<file path="src/rtl/spi_controller.sv">
// spi_controller: SPI master shifting up to NBYTES bytes at one bit per clk; define SPI_CONTROLLER_LOOPBACK_EN to feed COPI back into the receive register
module spi_controller #(
  parameter int NBYTES = 4,
  parameter int NCS = 8
) (
  input  logic                   clk,
  input  logic                   rst_n,
  input  logic                   SCOM,
  input  logic                   CPOL,
  input  logic                   CPHA,
  input  logic [1:0]             DATA_LEN,
  input  logic [NCS-1:0]         CS_i,
  input  logic [NBYTES-1:0][7:0] TxBuffer,
  input  logic                   CIPO,
  output logic                   COPI,
  output logic                   PCLK,
  output logic                   BUSY,
  output logic                   STARTING,
  output logic [NCS-1:0]         CS_gpio,
  output logic [NBYTES-1:0][7:0] RxBuffer
);
  localparam int W = NBYTES * 8;
  localparam int CW = $clog2(W);
  typedef enum logic [1:0] {IDLE, START, SHIFT, S_END} state_t;
  state_t         state_q, state_d;
  logic [W-1:0]   tx_q, tx_d, rx_q, rx_d, rxbuf_q, rxbuf_d;
  logic [1:0]     len_q, len_d;
  logic [NCS-1:0] cs_q, cs_d;
  logic           cpol_q, cpol_d, cpha_q, cpha_d;
  logic [CW-1:0]  cnt_q, cnt_d;
  logic           last, rx_in;
  assign last = cnt_q == CW'({len_q, 3'b111});
`ifdef SPI_CONTROLLER_LOOPBACK_EN
  assign rx_in = COPI;
`else
  assign rx_in = CIPO;
`endif
  // state and datapath registers, cleared by reset from any state
  always_ff @(posedge clk) begin
    if (rst_n) begin
      state_q <= IDLE;
      tx_q    <= '0;
      rx_q    <= '0;
      rxbuf_q <= '0;
      len_q   <= '0;
      cs_q    <= '1;
      cpol_q  <= 1'b0;
      cpha_q  <= 1'b0;
      cnt_q   <= '0;
    end else begin
      state_q <= state_d;
      tx_q    <= tx_d;
      rx_q    <= rx_d;
      rxbuf_q <= rxbuf_d;
      len_q   <= len_d;
      cs_q    <= cs_d;
      cpol_q  <= cpol_d;
      cpha_q  <= cpha_d;
      cnt_q   <= cnt_d;
    end
  end
  // next state: SCOM only matters in IDLE, SHIFT ends after the last bit
  always_comb begin
    state_d = state_q == IDLE  ? (SCOM ? START : IDLE) :
              state_q == START ? SHIFT :
              state_q == SHIFT ? (last ? S_END : SHIFT) : IDLE;
  end
  // latch the command on start, shift both registers during SHIFT, publish in END
  always_comb begin
    tx_d    = tx_q;
    rx_d    = rx_q;
    rxbuf_d = rxbuf_q;
    len_d   = len_q;
    cs_d    = cs_q;
    cpol_d  = cpol_q;
    cpha_d  = cpha_q;
    cnt_d   = cnt_q;
    if (state_q == IDLE && SCOM) begin
      tx_d   = TxBuffer;
      len_d  = DATA_LEN;
      cs_d   = CS_i;
      cpol_d = CPOL;
      cpha_d = CPHA;
    end
    if (state_q == START) begin
      rx_d  = '0;
      cnt_d = '0;
    end
    if (state_q == SHIFT) begin
      tx_d  = {tx_q[W-2:0], 1'b0};
      rx_d  = {rx_q[W-2:0], rx_in};
      cnt_d = cnt_q + 1'b1;
    end
    if (state_q == S_END) rxbuf_d = rx_q;
  end
  // outputs; PCLK is gated from clk only while shifting and out of reset
  always_comb begin
    BUSY     = state_q != IDLE;
    STARTING = state_q == START;
    CS_gpio  = state_q == IDLE ? '1 : cs_q;
    COPI     = (state_q == START || state_q == SHIFT) ? tx_q[W-1] : 1'b0;
    PCLK     = (state_q == SHIFT && !rst_n) ? (cpol_q ^ clk ^ ~cpha_q) :
               (state_q == IDLE || rst_n) ? CPOL : cpol_q;
    RxBuffer = rxbuf_q;
  end
endmodule

</file>
<file path="config.mk">
export PLATFORM = sky130hd
export DESIGN_NAME = spi_controller
export DESIGN_NICKNAME = d
export VERILOG_FILES = /design/src/rtl/spi_controller.sv
export SDC_FILE = /design/constraint.sdc
export NUM_CORES = 1
export LEC_CHECK = 0
export ABC_AREA = 1
export CORE_MARGIN = 8
export CORE_UTILIZATION = 31
export DETAILED_ROUTE_END_ITERATION = 12
export SYNTH_ARGS = -nofsm -noshare
export SYNTH_HDL_FRONTEND = slang
export SYNTH_SLANG_ARGS = --single-unit
</file>
<file path="constraint.sdc">
create_clock -name clk -period 3.9 [get_ports clk]
set_input_delay 0.39 -clock clk [delete_from_list [all_inputs] [get_ports clk]]
set_output_delay 0.39 -clock clk [all_outputs]
set_load 0.005 [all_outputs]
</file>
==> results.txt <==
CP Capture Type: output port
FF-to-FF Start: state_q[0]
Post-synth EDFFs: 0
hold path depth: 3
Synth Net Count: 632
CP max stage delay: 520 ps
CTS tree: built
main flop type after synthesis: dfxtp_1
starting density of the core: 0.313
critical path startpoint category: clock port
largest net degree at the start of global routing: 65
die height: 136 um
core area: 0.0144 mm2
ys async rst share: 0
Distinct cells, synth: 27
Hold Path Sink: rx_q[0]
I/O Buffers: 91
global route overflow: 0
crit path kind: clock port to output port
required time at the worst-slack endpoint: 3510 ps
endpoints failing setup: 0
crit-path max FO: 2
CTS Hold Buffers Added: 0
Clk pwr share: 0.562
Final Hold Vio Count: 0
io pins: 92
Post-CTS Resized: 0
clock-pin slew on the worst setup and hold paths: 50 ps
Synth top area share: 0.513
Clock Skew: 6.52 ps
Worst R2R End: tx_q[11]
Routed Antenna Nets: 0
post-CTS setup buffer count: 0
Flop pwr share: 0.377
gate count after technology mapping: 579
R2R Setup Slk: 1560 ps
vias in the first global route: 3756
Hold Crit Start: CIPO
Chip Width: 136 um
post-synthesis cell area: 0.00449 mm2
initial antenna violation count: 0
Comb pwr share: 0.061
total power: 3260 uW
diode count: 0
setup TNS: 0 ps
fin area: 0.00617 mm2
Seq/Total Area, Yosys: 0.513
post-layout util: 0.429
Rel. slew slack: 0.346
Register-to-Register Path Depth: 9
TritonRoute pass-1 iters: 4
initial DRC count: 273
Pint: 2540 uW
routability congestion estimate: 0.690
worst endpoint data arrival time: 3120 ps
most used cell, CP: nand2_1
CP max-delay cell: clkdlybuf4s50_1
Worst Tran Pin Value: 981 ps
syn_area_per_cell: 7.76 um2
FF+latch count, synth: 115
Leak: 0.00259 uW
total number of vias: 3927
Via density: 4.58
layout cells sized above 1: 0.0788
Net Sw Power: 716 uW
first-pass GRT wire length: 17900 um
P per Cell Area: 528 mW/mm2
clock latency on the worst-skew pair: 520 ps
DP HPWL: 6920 um
dominant cells by area after synthesis: dfxtp_1 51%, nand2_1 10%, nand3_1 8.1%, inv_1 6.4%, o22ai_1 4.5%
Ys Warns: 0
DRC Markers: 0
Max IR drop VDD: 0.000313 V
area added between synthesis and finish: 37.4%
post-route insts no fill: 857
dominant cell by count in the synthesized netlist: nand2_1
most frequent cells after synthesis: 124 x nand2_1, 115 x dfxtp_1, 76 x inv_1
worst-path cell chain: clkbuf_16 > clkbuf_16 > xnor2_1 > nand2_1 > nand2_1 > nand2_1 > nand2_1 > clkdlybuf4s50_1
WL/cell: 13.0 um
RSZ-0062 raised after global routing: no
DIE AREA: 0.0186 mm2
final layout net count: 712
placed cells: 820
WL final: 11100 um
switching part of the total power: 0.220
# rows: 44
Max-Cap Viols: 0
placed cell area: 0.00545 mm2
Hold Path Class: primary input to flop
outcome: finished, final reports clean
Synth area leader: dfxtp_1
pins over their slew limit: 0
total track usage: 0.123
## power by group through the flow
| stage | Clock [uW] | Combinational, uW | Sequential (uW) |
|---|---|---|---|
| 4_1_cts | 1870 | 203 | 1230 |
| 6_report | 1830 | 200 | 1230 |
| 2_1_floorplan | 26.3 | 121 | 1250 |
| 3_5_place_dp | 28.2 | 200 | 1250 |
| 5_1_grt | 1930 | 225 | 1230 |
| 3_3_place_gp | 28.2 | 197 | 1250 |
## sequential cells by signal, indices dropped and copies added (netlist names)
| name | cells |
|---|---|
| tx_q | 32 |
| rx_q | 32 |
| cnt_q | 5 |
| cpol_q | 1 |
| state_q | 2 |
| cpha_q | 1 |
| RxBuffer | 32 |
| len_q | 2 |
| cs_q | 8 |
## how the worst max path moves through the flow
stage / from / end / slack, ps / cells after the start
6_report: clk / PCLK / 390 / 8
5_1_grt: clk / PCLK / 290 / 8
4_1_cts: clk / PCLK / 330 / 8
3_5_place_dp: clk / PCLK / 770 / 6
3_3_place_gp: clk / PCLK / 770 / 6
2_1_floorplan: clk / PCLK / 1240 / 5
## stage by stage
step	setup slack (ps)	hold slack, ps
5_1_grt	293	440
4_1_cts	329	442
3_5_place_dp	772	453
6_report	388	452
3_3_place_gp	772	445
2_1_floorplan	1240	429
## worst max-delay path, delay by kind of cell
family | cells | cell delay (ps)
buf+inv | 3 | 780
simple gates | 4 | 260
xor+xnor | 1 | 130
## logic make-up (layout without fill, tap and decap cells)
| logic type | count (synthesis) | in the layout | share of synthesized area |
|---|---|---|---|
| adder cells (fa/ha/maj) | 5 | 5 | 0.0139 |
| flip-flops | 115 | 115 | 0.513 |
| AND/OR/NAND/NOR | 230 | 230 | 0.223 |
| XOR/XNOR | 3 | 3 | 0.00585 |
| AO/OA/AOI/OAI | 109 | 109 | 0.131 |
| buffers and inverters | 117 | 211 | 0.114 |
## placed cells by master, fill, tap and decap left out, types with 4 or more instances in the layout
| master | Yosys | routed |
|---|---|---|
| nand2_1 | 124 | 124 |
| dfxtp_1 | 115 | 115 |
| clkdlybuf4s50_1 | 0 | 91 |
| inv_1 | 76 | 76 |
| nand3_1 | 73 | 73 |
| a21oi_1 | 38 | 38 |
| o21ai_0 | 33 | 33 |
| o22ai_1 | 32 | 32 |
| clkbuf_16 | 0 | 21 |
| nor2_1 | 17 | 17 |
| or2_2 | 8 | 8 |
| o21ai_1 | 5 | 5 |
| ha_1 | 5 | 4 |
| clkinvlp_4 | 0 | 4 |
| buf_4 | 5 | 4 |
## cell type report
class / count / area [um2]
clock buffer: 27 / 574
clock inverter: 11 / 151
fill: 1405 / 8200
inverter: 79 / 299
multi-input combinational: 347 / 1680
sequential: 115 / 2300
tap: 184 / 230
timing repair buffer: 94 / 931
## routing by layer
metal / GRT usage / wire length, um / part of all wire / vias up
met3: 0.0673 / 970 / 0.087 / 27
li1: - / - / - / 2033
met1: 0.145 / 5140 / 0.46 / 1773
met4: 0.0574 / 199 / 0.018 / 0
met2: 0.178 / 4790 / 0.43 / 94
met5: 0 / 0 / 0 / -
Power figures use the tool's default switching activity.
